--- config.mk ---
export PLATFORM = sky130hd
export DESIGN_NAME = ps2_rx_queue_flat
export DESIGN_NICKNAME = d
export VERILOG_FILES = /design/src/rtl/ps2_rx_queue_if.sv /design/src/rtl/ps2_rx_queue.sv /design/src/flat_wrapper.sv
export SDC_FILE = /design/constraint.sdc
export NUM_CORES = 1
export LEC_CHECK = 0
export ABC_CLOCK_PERIOD_IN_PS = 4000
export CELL_PAD_IN_SITES_DETAIL_PLACEMENT = 0
export CELL_PAD_IN_SITES_GLOBAL_PLACEMENT = 1
export CORE_MARGIN = 1.5
export CORE_UTILIZATION = 50
export CTS_CLUSTER_SIZE = 20
export DETAILED_ROUTE_END_ITERATION = 7
export GPL_ROUTABILITY_DRIVEN = 0
export PLACE_DENSITY = 0.8
export SLEW_MARGIN = 40
export SYNTH_ARGS = -nofsm -noshare
export SYNTH_HDL_FRONTEND = slang
export SYNTH_SLANG_ARGS = --single-unit
export TNS_END_PERCENT = 100
--- constraint.sdc ---
create_clock -name clk -period 4 [get_ports clk]
set_input_delay 0.8 -clock clk [delete_from_list [all_inputs] [get_ports clk]]
set_output_delay 0.8 -clock clk [all_outputs]
set_load 0.05 [all_outputs]
--- src/rtl/ps2_rx_queue_if.sv ---
// Bundles the PS/2 pin inputs and the consumer-side queue signals of ps2_rx_queue.
interface ps2_rx_queue_if #(
    parameter int DEPTH_LOG2 = 3
);
    logic                  ps2_clk;
    logic                  ps2_data;
    logic                  nextdata_n;
    logic                  err_clr;
    logic [7:0]            data;
    logic                  data_ext;
    logic                  data_brk;
    logic                  ready;
    logic [DEPTH_LOG2:0]   level;
    logic                  overflow;
    logic                  parity_err;
    logic                  frame_err;
    logic [7:0]            key_count;

    modport master (
        output ps2_clk, ps2_data, nextdata_n, err_clr,
        input  data, data_ext, data_brk, ready, level,
        input  overflow, parity_err, frame_err, key_count
    );

    modport slave (
        input  ps2_clk, ps2_data, nextdata_n, err_clr,
        output data, data_ext, data_brk, ready, level,
        output overflow, parity_err, frame_err, key_count
    );
endinterface

--- src/rtl/ps2_rx_queue.sv ---
// PS/2 device-to-host receiver: synchronised and glitch-filtered pins, frame FSM
// with timeout recovery, optional E0/F0 prefix folding, and a scan-code queue.
module ps2_rx_queue #(
    parameter int DEPTH_LOG2     = 3,
    parameter int FILTER_LEN     = 4,
    parameter int TIMEOUT_CYCLES = 50000,
    parameter int RAW_MODE       = 0
) (
    input  logic          clk,
    input  logic          clrn,
    ps2_rx_queue_if.slave bus
);
    localparam int DEPTH = 2 ** DEPTH_LOG2;
    localparam int FW    = (FILTER_LEN > 1) ? $clog2(FILTER_LEN) : 1;
    localparam int TW    = (TIMEOUT_CYCLES > 1) ? $clog2(TIMEOUT_CYCLES) : 1;

    localparam logic [1:0] S_IDLE = 2'd0;
    localparam logic [1:0] S_DATA = 2'd1;
    localparam logic [1:0] S_PAR  = 2'd2;
    localparam logic [1:0] S_STOP = 2'd3;

    logic [1:0]          clk_s_q, dat_s_q;
    logic                filt_q;
    logic [FW-1:0]       filt_cnt_q;
    logic                fall;
    logic                din;

    logic [1:0]          state_q, state_d;
    logic [2:0]          idx_q, idx_d;
    logic [7:0]          shift_q, shift_d;
    logic                par_q, par_d;
    logic [TW-1:0]       tcnt_q, tcnt_d;
    logic                byte_ok, par_set, frm_set;
    logic                valid_q;
    logic [7:0]          byte_q;

    logic                ext_q, ext_d, brk_q, brk_d;
    logic                push, kc_inc;
    logic [9:0]          ent;
    logic [7:0]          kc_q;

    logic [9:0]          mem [DEPTH];
    logic [DEPTH_LOG2:0] wr_q, rd_q;
    logic                full, empty, pop, wr_en, ovf_set;
    logic                ovf_q, perr_q, ferr_q;
    logic [9:0]          head;

    // Two-flop synchronisers for both pins; idle level of the PS/2 bus is high.
    always_ff @(posedge clk or negedge clrn) begin
        if (!clrn) begin
            clk_s_q <= '1;
            dat_s_q <= '1;
        end else begin
            clk_s_q <= {clk_s_q[0], bus.ps2_clk};
            dat_s_q <= {dat_s_q[0], bus.ps2_data};
        end
    end

    // Filtered clock follows the synced clock only after FILTER_LEN consecutive differing samples.
    always_ff @(posedge clk or negedge clrn) begin
        if (!clrn) begin
            filt_q     <= 1'b1;
            filt_cnt_q <= '0;
        end else if (clk_s_q[1] == filt_q) begin
            filt_cnt_q <= '0;
        end else if (filt_cnt_q == FW'(FILTER_LEN - 1)) begin
            filt_q     <= clk_s_q[1];
            filt_cnt_q <= '0;
        end else begin
            filt_cnt_q <= filt_cnt_q + 1'b1;
        end
    end

    // Bit strobe fires on the cycle the filtered clock commits to a 1->0 change.
    assign fall = filt_q && !clk_s_q[1] && (filt_cnt_q == FW'(FILTER_LEN - 1));
    assign din  = dat_s_q[1];

    // Frame FSM: advances on strobes, falls back to IDLE if a frame stalls too long.
    always_comb begin
        state_d = state_q;
        idx_d   = idx_q;
        shift_d = shift_q;
        par_d   = par_q;
        byte_ok = 1'b0;
        par_set = 1'b0;
        frm_set = 1'b0;
        tcnt_d  = (state_q == S_IDLE) ? '0 : tcnt_q + 1'b1;
        if (fall) begin
            tcnt_d = '0;
            case (state_q)
                S_IDLE: if (!din) begin
                    state_d = S_DATA;
                    idx_d   = 3'd0;
                end
                S_DATA: begin
                    shift_d = {din, shift_q[7:1]};
                    idx_d   = idx_q + 3'd1;
                    if (idx_q == 3'd7) state_d = S_PAR;
                end
                S_PAR: begin
                    par_d   = din;
                    state_d = S_STOP;
                end
                default: begin
                    if (!(^{shift_q, par_q})) par_set = 1'b1;
                    else if (!din)            frm_set = 1'b1;
                    else                      byte_ok = 1'b1;
                    state_d = S_IDLE;
                end
            endcase
        end else if (state_q != S_IDLE && tcnt_q == TW'(TIMEOUT_CYCLES - 1)) begin
            state_d = S_IDLE;
            tcnt_d  = '0;
            frm_set = 1'b1;
        end
    end

    // Frame FSM state and the one-cycle valid-byte pulse feeding the decoder.
    always_ff @(posedge clk or negedge clrn) begin
        if (!clrn) begin
            state_q <= S_IDLE;
            idx_q   <= '0;
            shift_q <= '0;
            par_q   <= 1'b0;
            tcnt_q  <= '0;
            valid_q <= 1'b0;
            byte_q  <= '0;
        end else begin
            state_q <= state_d;
            idx_q   <= idx_d;
            shift_q <= shift_d;
            par_q   <= par_d;
            tcnt_q  <= tcnt_d;
            valid_q <= byte_ok;
            if (byte_ok) byte_q <= shift_q;
        end
    end

    // Prefix decoder: folds E0/F0 into tag bits unless raw mode queues every byte.
    always_comb begin
        push   = 1'b0;
        kc_inc = 1'b0;
        ent    = {2'b00, byte_q};
        ext_d  = ext_q;
        brk_d  = brk_q;
        if (valid_q) begin
            if (RAW_MODE != 0) begin
                push   = 1'b1;
                kc_inc = (byte_q == 8'hF0);
            end else if (byte_q == 8'hE0) begin
                ext_d = 1'b1;
            end else if (byte_q == 8'hF0) begin
                brk_d = 1'b1;
            end else begin
                push   = 1'b1;
                ent    = {ext_q, brk_q, byte_q};
                kc_inc = brk_q;
                ext_d  = 1'b0;
                brk_d  = 1'b0;
            end
        end
    end

    assign empty   = (wr_q == rd_q);
    assign full    = (wr_q[DEPTH_LOG2] != rd_q[DEPTH_LOG2]) &&
                     (wr_q[DEPTH_LOG2-1:0] == rd_q[DEPTH_LOG2-1:0]);
    assign pop     = !empty && !bus.nextdata_n;
    assign wr_en   = push && (!full || pop);
    assign ovf_set = push && full && !pop;

    // Queue storage; a dropped push leaves the contents untouched.
    always_ff @(posedge clk) begin
        if (wr_en) mem[wr_q[DEPTH_LOG2-1:0]] <= ent;
    end

    // Pointers, prefix latches, break counter and sticky flags (a set beats err_clr).
    always_ff @(posedge clk or negedge clrn) begin
        if (!clrn) begin
            wr_q   <= '0;
            rd_q   <= '0;
            ext_q  <= 1'b0;
            brk_q  <= 1'b0;
            kc_q   <= '0;
            ovf_q  <= 1'b0;
            perr_q <= 1'b0;
            ferr_q <= 1'b0;
        end else begin
            if (wr_en) wr_q <= wr_q + 1'b1;
            if (pop)   rd_q <= rd_q + 1'b1;
            ext_q  <= ext_d;
            brk_q  <= brk_d;
            if (kc_inc) kc_q <= kc_q + 8'd1;
            if (ovf_set) ovf_q <= 1'b1;
            perr_q <= par_set | (perr_q & ~bus.err_clr);
            ferr_q <= frm_set | (ferr_q & ~bus.err_clr);
        end
    end

    assign head           = mem[rd_q[DEPTH_LOG2-1:0]];
    assign bus.data       = head[7:0];
    assign bus.data_brk   = head[8];
    assign bus.data_ext   = head[9];
    assign bus.ready      = !empty;
    assign bus.level      = wr_q - rd_q;
    assign bus.overflow   = ovf_q;
    assign bus.parity_err = perr_q;
    assign bus.frame_err  = ferr_q;
    assign bus.key_count  = kc_q;
endmodule

--- src/flat_wrapper.sv ---
// flat-port wrapper written by rule: the top's interface ports become plain ports
module ps2_rx_queue_flat 
#(
    parameter int DEPTH_LOG2     = 3,
    parameter int FILTER_LEN     = 4,
    parameter int TIMEOUT_CYCLES = 50000,
    parameter int RAW_MODE       = 0
)
  (clk, clrn, bus_ps2_clk, bus_ps2_data, bus_nextdata_n, bus_err_clr, bus_data, bus_data_ext, bus_data_brk, bus_ready, bus_level, bus_overflow, bus_parity_err, bus_frame_err, bus_key_count);
  ps2_rx_queue_if #(.DEPTH_LOG2(DEPTH_LOG2)) bus_i ();
  input  logic clk;
  input  logic clrn;
  input wire logic [$bits(bus_i.ps2_clk)-1:0] bus_ps2_clk;
  input wire logic [$bits(bus_i.ps2_data)-1:0] bus_ps2_data;
  input wire logic [$bits(bus_i.nextdata_n)-1:0] bus_nextdata_n;
  input wire logic [$bits(bus_i.err_clr)-1:0] bus_err_clr;
  output wire logic [$bits(bus_i.data)-1:0] bus_data;
  output wire logic [$bits(bus_i.data_ext)-1:0] bus_data_ext;
  output wire logic [$bits(bus_i.data_brk)-1:0] bus_data_brk;
  output wire logic [$bits(bus_i.ready)-1:0] bus_ready;
  output wire logic [$bits(bus_i.level)-1:0] bus_level;
  output wire logic [$bits(bus_i.overflow)-1:0] bus_overflow;
  output wire logic [$bits(bus_i.parity_err)-1:0] bus_parity_err;
  output wire logic [$bits(bus_i.frame_err)-1:0] bus_frame_err;
  output wire logic [$bits(bus_i.key_count)-1:0] bus_key_count;
  assign bus_i.ps2_clk = bus_ps2_clk;
  assign bus_i.ps2_data = bus_ps2_data;
  assign bus_i.nextdata_n = bus_nextdata_n;
  assign bus_i.err_clr = bus_err_clr;
  assign bus_data = bus_i.data;
  assign bus_data_ext = bus_i.data_ext;
  assign bus_data_brk = bus_i.data_brk;
  assign bus_ready = bus_i.ready;
  assign bus_level = bus_i.level;
  assign bus_overflow = bus_i.overflow;
  assign bus_parity_err = bus_i.parity_err;
  assign bus_frame_err = bus_i.frame_err;
  assign bus_key_count = bus_i.key_count;
  ps2_rx_queue #(.DEPTH_LOG2(DEPTH_LOG2), .FILTER_LEN(FILTER_LEN), .TIMEOUT_CYCLES(TIMEOUT_CYCLES), .RAW_MODE(RAW_MODE)) u_core (.clk(clk), .clrn(clrn), .bus(bus_i));
endmodule
# Yosys cells after proc, flatten, opt, wreduce, memory -nomap -nowiden
# Memory sizes are Yosys's and may differ from the RTL's.
# Index checks and enable logic that the tools add are counted.
# word_totals
reg_bits	67
output_inout_bits	26
inputBits	6
ramBits	80
memories	1
# op_classes
add_sub_neg	7
reduce_logical	27
mux	38
bitwise	7
n_eq_ne	15
# memory_table
memory	depth	word_bits	rd	rd_clocked_by_memory_dff	wr	line_no	source
u_core.mem	8	10	1	0	1	ps2_rx_queue.sv:42	logic [9:0] mem [DEPTH];
# ops
cell	n
2-to-1 mux 16 bit	3
2-to-1 mux 10 bit	3
2-to-1 mux 1 bit	23
adder 16 x 1 -> 16 bit (second input constant)	1
equality test 16 bit (second input constant)	1
equality test 8 bit (second input constant)	2
2-to-1 mux 2 bit	6
AND reduction 2 bit	5
parity 9 bit	1
adder 4 x 1 -> 4 bit (second input constant)	2
adder 8 x 1 -> 8 bit (second input constant)	1
logical AND 1 bit	8
!= test 3 bit (second input constant)	2
one-hot mux 2 bit (3 select lines)	1
one-hot mux 3 bit (2 select lines)	1
AND reduction 3 bit	2
nonzero test 2 bit	3
zero test 1 bit	5
equality test 2 bit (second input constant)	2
equality test 4 bit	1
subtractor 4 bit	1
adder 3 x 1 -> 3 bit (second input constant)	1
equality test 3 bit	1
equality test 3 bit (second input constant)	1
13 further kinds	17

# Depth between registers and ports, before layout
# Gate-level depths: netlist (run 1).
# depth
depth_word	7
ltp_mapped	8

# Worst setup path after synthesis (run 1)
# No wires, ideal clock.
# synth_timing
kind	register to register
startpoint	register u_core.rd_q[1]
endpoint	memory u_core.mem[7][0], enable pin
required_ns	3.590
stages_incl_launch_ff	7
arrival_ns	2.788
n_path_buf	1
slack_ns	0.802
synth_period_minus_slack_ns	3.198
setup_time_ns	0.410
path_cell_list	dfrtp_1 buf_1 inv_1 ha_1 and3_1 and3_1 nor4bb_1
# synth_between
elab_chain_cells	7
# synth_rtl
item	line_no	source
start: declaration	ps2_rx_queue.sv:43	logic [DEPTH_LOG2:0] wr_q, rd_q;
start signal: assignment	ps2_rx_queue.sv:189	if (pop) rd_q <= rd_q + 1'b1;
equality test 4 bit / equality test 3 bit (equally long branches)	ps2_rx_queue.sv:164, ps2_rx_queue.sv:166	
zero test 1 bit / logical AND 1 bit (equally long branches)	ps2_rx_queue.sv:167, ps2_rx_queue.sv:165	
logical AND 1 bit / zero test 1 bit (equally long branches)	ps2_rx_queue.sv:167, ps2_rx_queue.sv:168	
logical OR 1 bit (*)	ps2_rx_queue.sv:168	assign wr_en = push && (!full || pop);
logical AND 1 bit (*)	ps2_rx_queue.sv:168	
2-to-1 mux 1 bit (*)	ps2_rx_queue.sv:173	if (wr_en) mem[wr_q[DEPTH_LOG2-1:0]] <= ent;
2-to-1 mux 1 bit (not written as such) (*)	ps2_rx_queue.sv:173	
end: declaration	ps2_rx_queue.sv:42	
# Every way passes the cells marked *; elsewhere a longest branch is shown, timed or not.

# Worst setup path after layout (run 1)
# layout_timing
startpoint	register u_core.rd_q[0]
endpoint	output port bus_data[5]
# layout_between
elab_chain_cells	1
# layout_rtl
item	line_no	source
memory read (8 x 10 bit)	--	
end: declaration	flat_wrapper.sv:17	output wire logic [$bits(bus_i.data)-1:0] bus_data;
# No other way between the ends.

==> out/results.txt, run 1 <==
largest net degree at the start of global routing -> 38
area delta synth->final -> 18.7%
fill cell instance count of the final layout -> 918
count of nets after finishing -> 519
remaining antenna violation count after routing -> 0
leakage power figure -> 3.02 nW
global-route wire length before repair -> 19.1 mm
clock network fraction of design power -> 34.6%
buffers inserted by post-CTS timing repair -> 0
die height -> 115 um
H-tree depth -> 4
setup repair after global routing missed its margin -> no
met1 global-route usage -> 26.1%
Synth Instances -> 445
slew of the pin with the lowest slew margin -> 0.553 ns
Most Crowded Layer GR -> met2
sw frac -> 32.1%
Comb power frac -> 27.4%
crit path kind -> flip-flop to primary output
Critical Path Start -> u_core.rd_q[0]
critical path capture point -> bus_data[5]
Starting DRT DRC Count -> 246
power density over cell area -> 623 mW/mm2
number of hold-slack violations in the final timing report -> 0
count of boundary I/O pins -> 32
number of setup violations in the final report -> 0
wire length per cell after detailed routing -> 16.6 um
buffers added on ports -> 31
required time of the critical path -> 3.20 ns
mean instance size in the synthesized netlist -> 14.2 um2
number of synthesized register bits -> 147
CTS Buf Count -> 17
r2r worst-path depth -> 7
clock latency on the worst-skew pair -> 0.42 ns
total count of max-transition violations in the final report -> 0
clock slew at the register clock pins of the worst setup and hold paths -> 0.06 ns
maximum ir drop on the vdd rail -> 372 uV
share of the clock period used by the worst path -> 88.4%
outcome -> finished clean
Startpoint Class -> flip-flop
endpoint of the most critical register-to-register path -> u_core.mem[2][7]
CTS tree -> built
non-filler cells, final -> 677
sequential cell area -> 0.00409 mm2
internal reg-to-reg setup slack -> 1.57 ns
antenna violations before repair -> 0
number of synthesis warnings -> 0
worst clock skew on the final layout -> 0.00605 ns
launch point of the worst reg-to-reg path -> u_core.rd_q[2]
Switching Power -> 0.00149 W
Final Hold Slack -> 0.336 ns
number of enable flip-flop cells after synthesis -> 80
Antenna diodes -> 0
overall power consumption -> 0.00466 W
GRT Overall Usage -> 19.4%
number of rows in the core area -> 40
portion of the post-synthesis area used by sequential elements -> 64.8%
Primary FF master, synth -> sky130_fd_sc_hd__edfxtp_1
grt met2 use -> 30.7%
Synth Cell Area -> 0.00630 mm2
multi-input gate area in the final layout -> 0.00212 mm2
design internal power -> 0.00316 W
number of buffers between clock root and the deepest sink -> 2
number of distinct library cell variants in the gate-level netlist after synthesis -> 43
placed wire-length estimate after detailed placement -> 7.43 mm
global route overflow -> 0
number of iterations in the first detailed-routing pass -> 4
floorplan die width -> 115 um
number of buffers inserted by hold repair at cts -> 0
Worst setup EP type -> primary output
quantity of gates resized following cts -> 0
worst min-delay path class -> input pin to async pin
Initial Utilization -> 51.8%
Crit path arrival time -> 2.74 ns
Die Footprint -> 0.0133 mm2
final-layout setup total negative slack -> 0 ns
max_slew headroom -> 63.2%
count of unresolved DRC violations after routing -> 0
worst setup timing slack at the placement stage -> 0.874 ns
Routed Wire Length -> 11.2 mm
number of maximum-capacitance violations -> 0
min Tclk post-route -> 3.54 ns
via count of the first global-routing pass -> 3746
via count normalized by instance count -> 5.31
post-route setup slack -> 0.463 ns
grt met3 use -> 4.01%
number of placed instances, taps included -> 646
Core Footprint -> 0.0122 mm2
share of synthesized flip-flops with an asynchronous set or reset -> 45.6%
syn nets -> 467
highest attainable clock frequency -> 283 MHz
part of the power in registers -> 38.0%
largest fanout on the critical path -> 13
total number of clock tree sinks -> 147
share of post-route cells with drive strength above 1 -> 17.7%
library cell used as clock root buffer -> sky130_fd_sc_hd__clkbuf_16
via count -> 3597
-- cells in the mapped netlist, types with 2 or more instances --
master,n,share of area [%]
sky130_fd_sc_hd__edfxtp_1,80,38
sky130_fd_sc_hd__nand2_1,71,4.2
sky130_fd_sc_hd__dfrtp_1,62,25
sky130_fd_sc_hd__xnor2_1,29,4.0
sky130_fd_sc_hd__nor2_1,27,1.6
sky130_fd_sc_hd__mux4_2,20,7.1
sky130_fd_sc_hd__inv_1,16,0.95
sky130_fd_sc_hd__ha_1,15,3.0
sky130_fd_sc_hd__mux2_2,14,2.5
sky130_fd_sc_hd__nand3_1,13,1.0
sky130_fd_sc_hd__nor3_1,9,0.71
sky130_fd_sc_hd__o21ai_0,9,0.71
sky130_fd_sc_hd__nand4_1,8,0.79
sky130_fd_sc_hd__clkbuf_1,7,0.42
sky130_fd_sc_hd__a21oi_1,6,0.48
sky130_fd_sc_hd__and3_1,6,0.60
sky130_fd_sc_hd__nor4_1,6,0.60
sky130_fd_sc_hd__xor2_1,6,0.83
sky130_fd_sc_hd__dfstp_2,5,2.1
sky130_fd_sc_hd__and2_1,3,0.30
sky130_fd_sc_hd__o31ai_1,3,0.36
sky130_fd_sc_hd__a21o_1,2,0.24
sky130_fd_sc_hd__a32oi_1,2,0.28
sky130_fd_sc_hd__and4_1,2,0.28
sky130_fd_sc_hd__buf_2,2,0.16
sky130_fd_sc_hd__nand2b_1,2,0.20
sky130_fd_sc_hd__nand3b_1,2,0.24
sky130_fd_sc_hd__nor2b_1,2,0.20
sky130_fd_sc_hd__xnor3_1,2,0.71
-- layout make-up --
| class | count | share of cell area [%] |
|---|---|---|
| clock buffers | 17 | 5.69 |
| clock inverters | 14 | 2.39 |
| inverters | 16 | 0.803 |
| multi-input cells | 271 | 28.3 |
| flip-flops and latches | 147 | 54.6 |
| well taps | 168 | 2.81 |
| repair buffers | 44 | 5.42 |
-- layout by cell type (no fill, tap or decap), drive strengths merged, types with 2 or more instances in the layout --
cell type and instances:
or4 3, a21oi 6, a32oi 2, dfrtp 62, ha 15, clkbuf 17
o31ai 3, nand2 71, and4 2, nor2b 2, buf 14, nor2 27
nor3 9, bufinv 3, xor2 6, and2 3, and3 6, o21ai 10
mux2 14, or4b 2, nand2b 2, edfxtp 80, nor4 6, dfstp 5
nand4 8, mux4 20, clkinv 5, xnor2 29, inv 21, nand3 13
xnor3 2, clkdlybuf4s50 30, a21o 2, nand3b 2
-- flip-flops by register name (all words and copies together) (netlist names), 2 cells and up --
signal / flops
u_core.bus.key_count: 8
u_core.byte_q: 8
u_core.clk_s_q: 2
u_core.dat_s_q: 2
u_core.filt_cnt_q: 2
u_core.idx_q: 3
u_core.mem: 80
u_core.rd_q: 4
u_core.shift_q: 8
u_core.state_q: 2
u_core.tcnt_q: 16
u_core.wr_q: 4
-- how the worst min path moves through the flow --
| stage | startpoint | endpoint | slack [ns] | cells past startpoint |
|---|---|---|---|---|
| floorplan | u_core.clk_s_q[0] | u_core.clk_s_q[1] | 0.35 | 0 |
| global placement | u_core.clk_s_q[0] | u_core.clk_s_q[1] | 0.35 | 0 |
| detailed placement | u_core.clk_s_q[0] | u_core.clk_s_q[1] | 0.35 | 0 |
| CTS | u_core.clk_s_q[0] | u_core.clk_s_q[1] | 0.36 | 0 |
| global route | clrn | u_core.shift_q[4] | 0.37 | 1 |
| finish | clrn | u_core.idx_q[1] | 0.34 | 1 |
-- cell families (layout without fill, tap and decap cells) --
group                    count (synthesis)  count (layout)  synth area share, %
AND/OR/NAND/NOR                        158             158                 11.8
flip-flops                             147             147                 64.8
XOR/XNOR                                37              37                 5.58
multiplexers                            35              35                 10.0
buffers and inverters                   27              91                 1.77
AO/OA/AOI/OAI                           25              25                 2.66
adder cells (fa/ha/maj)                 16              16                 3.30
-- metrics by stage --
step	utilization (%)	cell area [um2]
after floorplan	-	6300
after global placement	56.5	6870
after detailed placement	56.5	6870
after CTS	61.5	7480
after global routing	61.5	7480
final	61.5	7480
-- power by group through the flow --
stage / logic (W) / registers, W / clock network (W)
after floorplan: 0.000952 / 0.00178 / 0
after global placement: 0.00127 / 0.00179 / 0
after detailed placement: 0.00129 / 0.00180 / 0
after CTS: 0.00129 / 0.00177 / 0.00164
after global routing: 0.00139 / 0.00178 / 0.00171
final: 0.00128 / 0.00177 / 0.00161
-- critical path, cell delays in order, from the launching register on --
cell and delay, ns:
sky130_fd_sc_hd__dfrtp_1 0.60, sky130_fd_sc_hd__buf_4 0.35, sky130_fd_sc_hd__mux4_2 0.53, sky130_fd_sc_hd__nand2_1 0.08, sky130_fd_sc_hd__nand2_1 0.06, sky130_fd_sc_hd__clkdlybuf4s50_1 0.69
-- per-layer routing --
layer  vias up  wire [um]
met5         -          0
met4         0        206
met3        17        386
met2        82       5570
met1      1772       5060
li1       1726          -
(Power assumes the default switching activity.)
==> run 2: changes to the inputs <==
--- a/config.mk
+++ b/config.mk
@@ -8,13 +8,13 @@
 export ABC_CLOCK_PERIOD_IN_PS = 4000
 export CELL_PAD_IN_SITES_DETAIL_PLACEMENT = 0
 export CELL_PAD_IN_SITES_GLOBAL_PLACEMENT = 1
-export CORE_MARGIN = 1.5
+export CORE_MARGIN = 3
 export CORE_UTILIZATION = 50
 export CTS_CLUSTER_SIZE = 20
 export DETAILED_ROUTE_END_ITERATION = 7
 export GPL_ROUTABILITY_DRIVEN = 0
 export PLACE_DENSITY = 0.8
-export SLEW_MARGIN = 40
+export SLEW_MARGIN = 20
 export SYNTH_ARGS = -nofsm -noshare
 export SYNTH_HDL_FRONTEND = slang
 export SYNTH_SLANG_ARGS = --single-unit
==> constraint.sdc (replaced) <==
create_clock -name clk -period 4 [get_ports clk]
set_input_delay 0.8 -clock clk [delete_from_list [all_inputs] [get_ports clk]]
set_output_delay 0.8 -clock clk [all_outputs]
set_load 0.005 [all_outputs]
==> out/results.txt, run 2 (synthesis gave the netlist of run 1 again) <==
CTS Buf Count -> 17
number of setup violations in the final report -> 0
endpoint of the most critical register-to-register path -> u_core.mem[2][5]
final-layout setup total negative slack -> 0 ns
internal reg-to-reg setup slack -> 1.31 ns
most frequent standard cell in the layout excluding fill and tap cells -> sky130_fd_sc_hd__edfxtp_1
placed wire-length estimate after detailed placement -> 7.25 mm
Crit path arrival time -> 2.59 ns
global route overflow -> 0
count of boundary I/O pins -> 32
launch point of the worst reg-to-reg path -> u_core.rd_q[2]
CTS tree -> built
sequence of cells on the critical path -> inv_1 > ha_1 > a21oi_1 > xnor2_1 > clkdlybuf4s50_1
post-route design area -> 0.00746 mm2
Startpoint Class -> flip-flop
number of buffers inserted by hold repair at cts -> 0
share of the clock period used by the worst path -> 84.6%
number of iterations in the first detailed-routing pass -> 4
power density over cell area -> 575 mW/mm2
number of rows in the core area -> 40
grt met2 use -> 27.5%
Initial Utilization -> 51.8%
Switching Power -> 0.00114 W
number of maximum-capacitance violations -> 0
met1 global-route usage -> 21.0%
utilization of the core after routing -> 61.3%
number of buffers between clock root and the deepest sink -> 2
sequential cell area -> 0.00409 mm2
highest attainable clock frequency -> 295 MHz
grt met3 use -> 3.92%
most frequent cells in the layout -> sky130_fd_sc_hd__edfxtp_1 (80), sky130_fd_sc_hd__nand2_1 (71), sky130_fd_sc_hd__dfrtp_1 (62), sky130_fd_sc_hd__clkdlybuf4s50_1 (30), sky130_fd_sc_hd__xnor2_1 (29)
quantity of gates resized following cts -> 0
number of hold-slack violations in the final timing report -> 0
via count normalized by instance count -> 5.29
outcome -> finished clean
max_slew headroom -> 61.4%
clock network fraction of design power -> 36.7%
Worst setup EP type -> primary output
fill cell instance count of the final layout -> 963
die height -> 118 um
clock latency on the worst-skew pair -> 0.41 ns
total number of clock tree sinks -> 147
Most Crowded Layer GR -> met2
min Tclk post-route -> 3.39 ns
leakage power figure -> 3.01 nW
total count of max-transition violations in the final report -> 0
max incr delay on CP -> 0.63 ns
flip-flop count of the largest register, all copies and words added -> 80
via count -> 3574
worst clock skew on the final layout -> 0.00705 ns
largest net degree at the start of global routing -> 46
maximum ir drop on the vdd rail -> 289 uV
part of the power in registers -> 41.3%
crit path kind -> flip-flop to primary output
setup repair after global routing missed its margin -> no
design internal power -> 0.00315 W
Routed Wire Length -> 10.8 mm
library cell used as clock root buffer -> sky130_fd_sc_hd__clkbuf_16
required time of the critical path -> 3.20 ns
via count of the first global-routing pass -> 3630
Die Footprint -> 0.0140 mm2
Core Footprint -> 0.0122 mm2
antenna violations before repair -> 0
count of nets after finishing -> 518
clock slew at the register clock pins of the worst setup and hold paths -> 0.06 ns
buffers added on ports -> 31
floorplan die width -> 118 um
Antenna diodes -> 0
Starting DRT DRC Count -> 252
H-tree depth -> 4
buffers inserted by post-CTS timing repair -> 0
wire length per cell after detailed routing -> 15.9 um
remaining antenna violation count after routing -> 0
r2r worst-path depth -> 7
GRT Overall Usage -> 16.7%
slew of the pin with the lowest slew margin -> 0.579 ns
CP max-delay cell -> sky130_fd_sc_hd__dfrtp_1
placed instance area -> 0.00687 mm2
worst min-delay path class -> input pin to async pin
largest fanout on the critical path -> 13
area delta synth->final -> 18.4%
count of unresolved DRC violations after routing -> 0
sw frac -> 26.6%
share of post-route cells with drive strength above 1 -> 17.3%
Comb power frac -> 22.0%
global-route wire length before repair -> 18.2 mm
multi-input gate area in the final layout -> 0.00212 mm2
==> run 2: cell types whose count changed in the layout (fill, tap and decap cells not counted), sizes merged <==
cell / change
buf: -1
clkinvlp: +1
clkinv: -1
clkbuf: +2
inv: -2
==> run 2: layout make-up <==
cell class | count | area share [%]
Multi-Input combinational cell | 271 | 28.4
Clock buffer | 19 | 5.81
Clock inverter | 12 | 2.10
Sequential cell | 147 | 54.8
Tap cell | 168 | 2.82
Inverter | 16 | 0.806
Timing Repair Buffer | 43 | 5.30
==> run 2: power groups by stage <==
stage | clock, W | combinational, W | sequential [W]
global placement | 0 | 0.000937 | 0.00179
detailed placement | 0 | 0.000956 | 0.00180
global route | 0.00166 | 0.00105 | 0.00179
finish | 0.00157 | 0.000945 | 0.00177
floorplan | 0 | 0.000622 | 0.00178
CTS | 0.00161 | 0.000964 | 0.00177
==> run 2: critical path: cells and delay by family (launching register included) <==
kind | cells | cell delay [ns]
AOI/OAI and AO/OA | 1 | 0.17
DFF | 1 | 0.63
buffers and inverters | 2 | 0.83
adders and majority gates | 1 | 0.40
xor gates and xnor gates | 1 | 0.14
==> run 2: metal layers <==
layer	part of all wire, %	vias up
li1	-	1719
met1	44	1766
met2	51	75
met3	3.3	14
met4	1.7	0
met5	0	-
==> run 2: metrics by stage <==
step	total power, W	cells	hold WS, ns	setup slack (ns)
6_report	0.00429	676	0.350	0.615
5_1_grt	0.00450	676	0.358	0.463
4_1_cts	0.00435	676	0.349	0.570
3_5_place_dp	0.00276	645	0.348	1.03
3_3_place_gp	0.00273	645	0.347	1.09
2_1_floorplan	0.00240	445	0.345	0.802
==> run 2: worst max-delay path by stage <==
stage	endpoint	slack (ns)	start	cells after the start
after CTS	bus_level[3]	0.57	u_core.rd_q[2]	5
after global routing	bus_level[3]	0.46	u_core.rd_q[2]	5
after detailed placement	bus_level[3]	1.03	u_core.rd_q[2]	5
after floorplan	u_core.mem[7][0]	0.80	u_core.rd_q[1]	6
final	bus_level[3]	0.61	u_core.rd_q[2]	5
after global placement	bus_level[3]	1.09	u_core.rd_q[2]	5
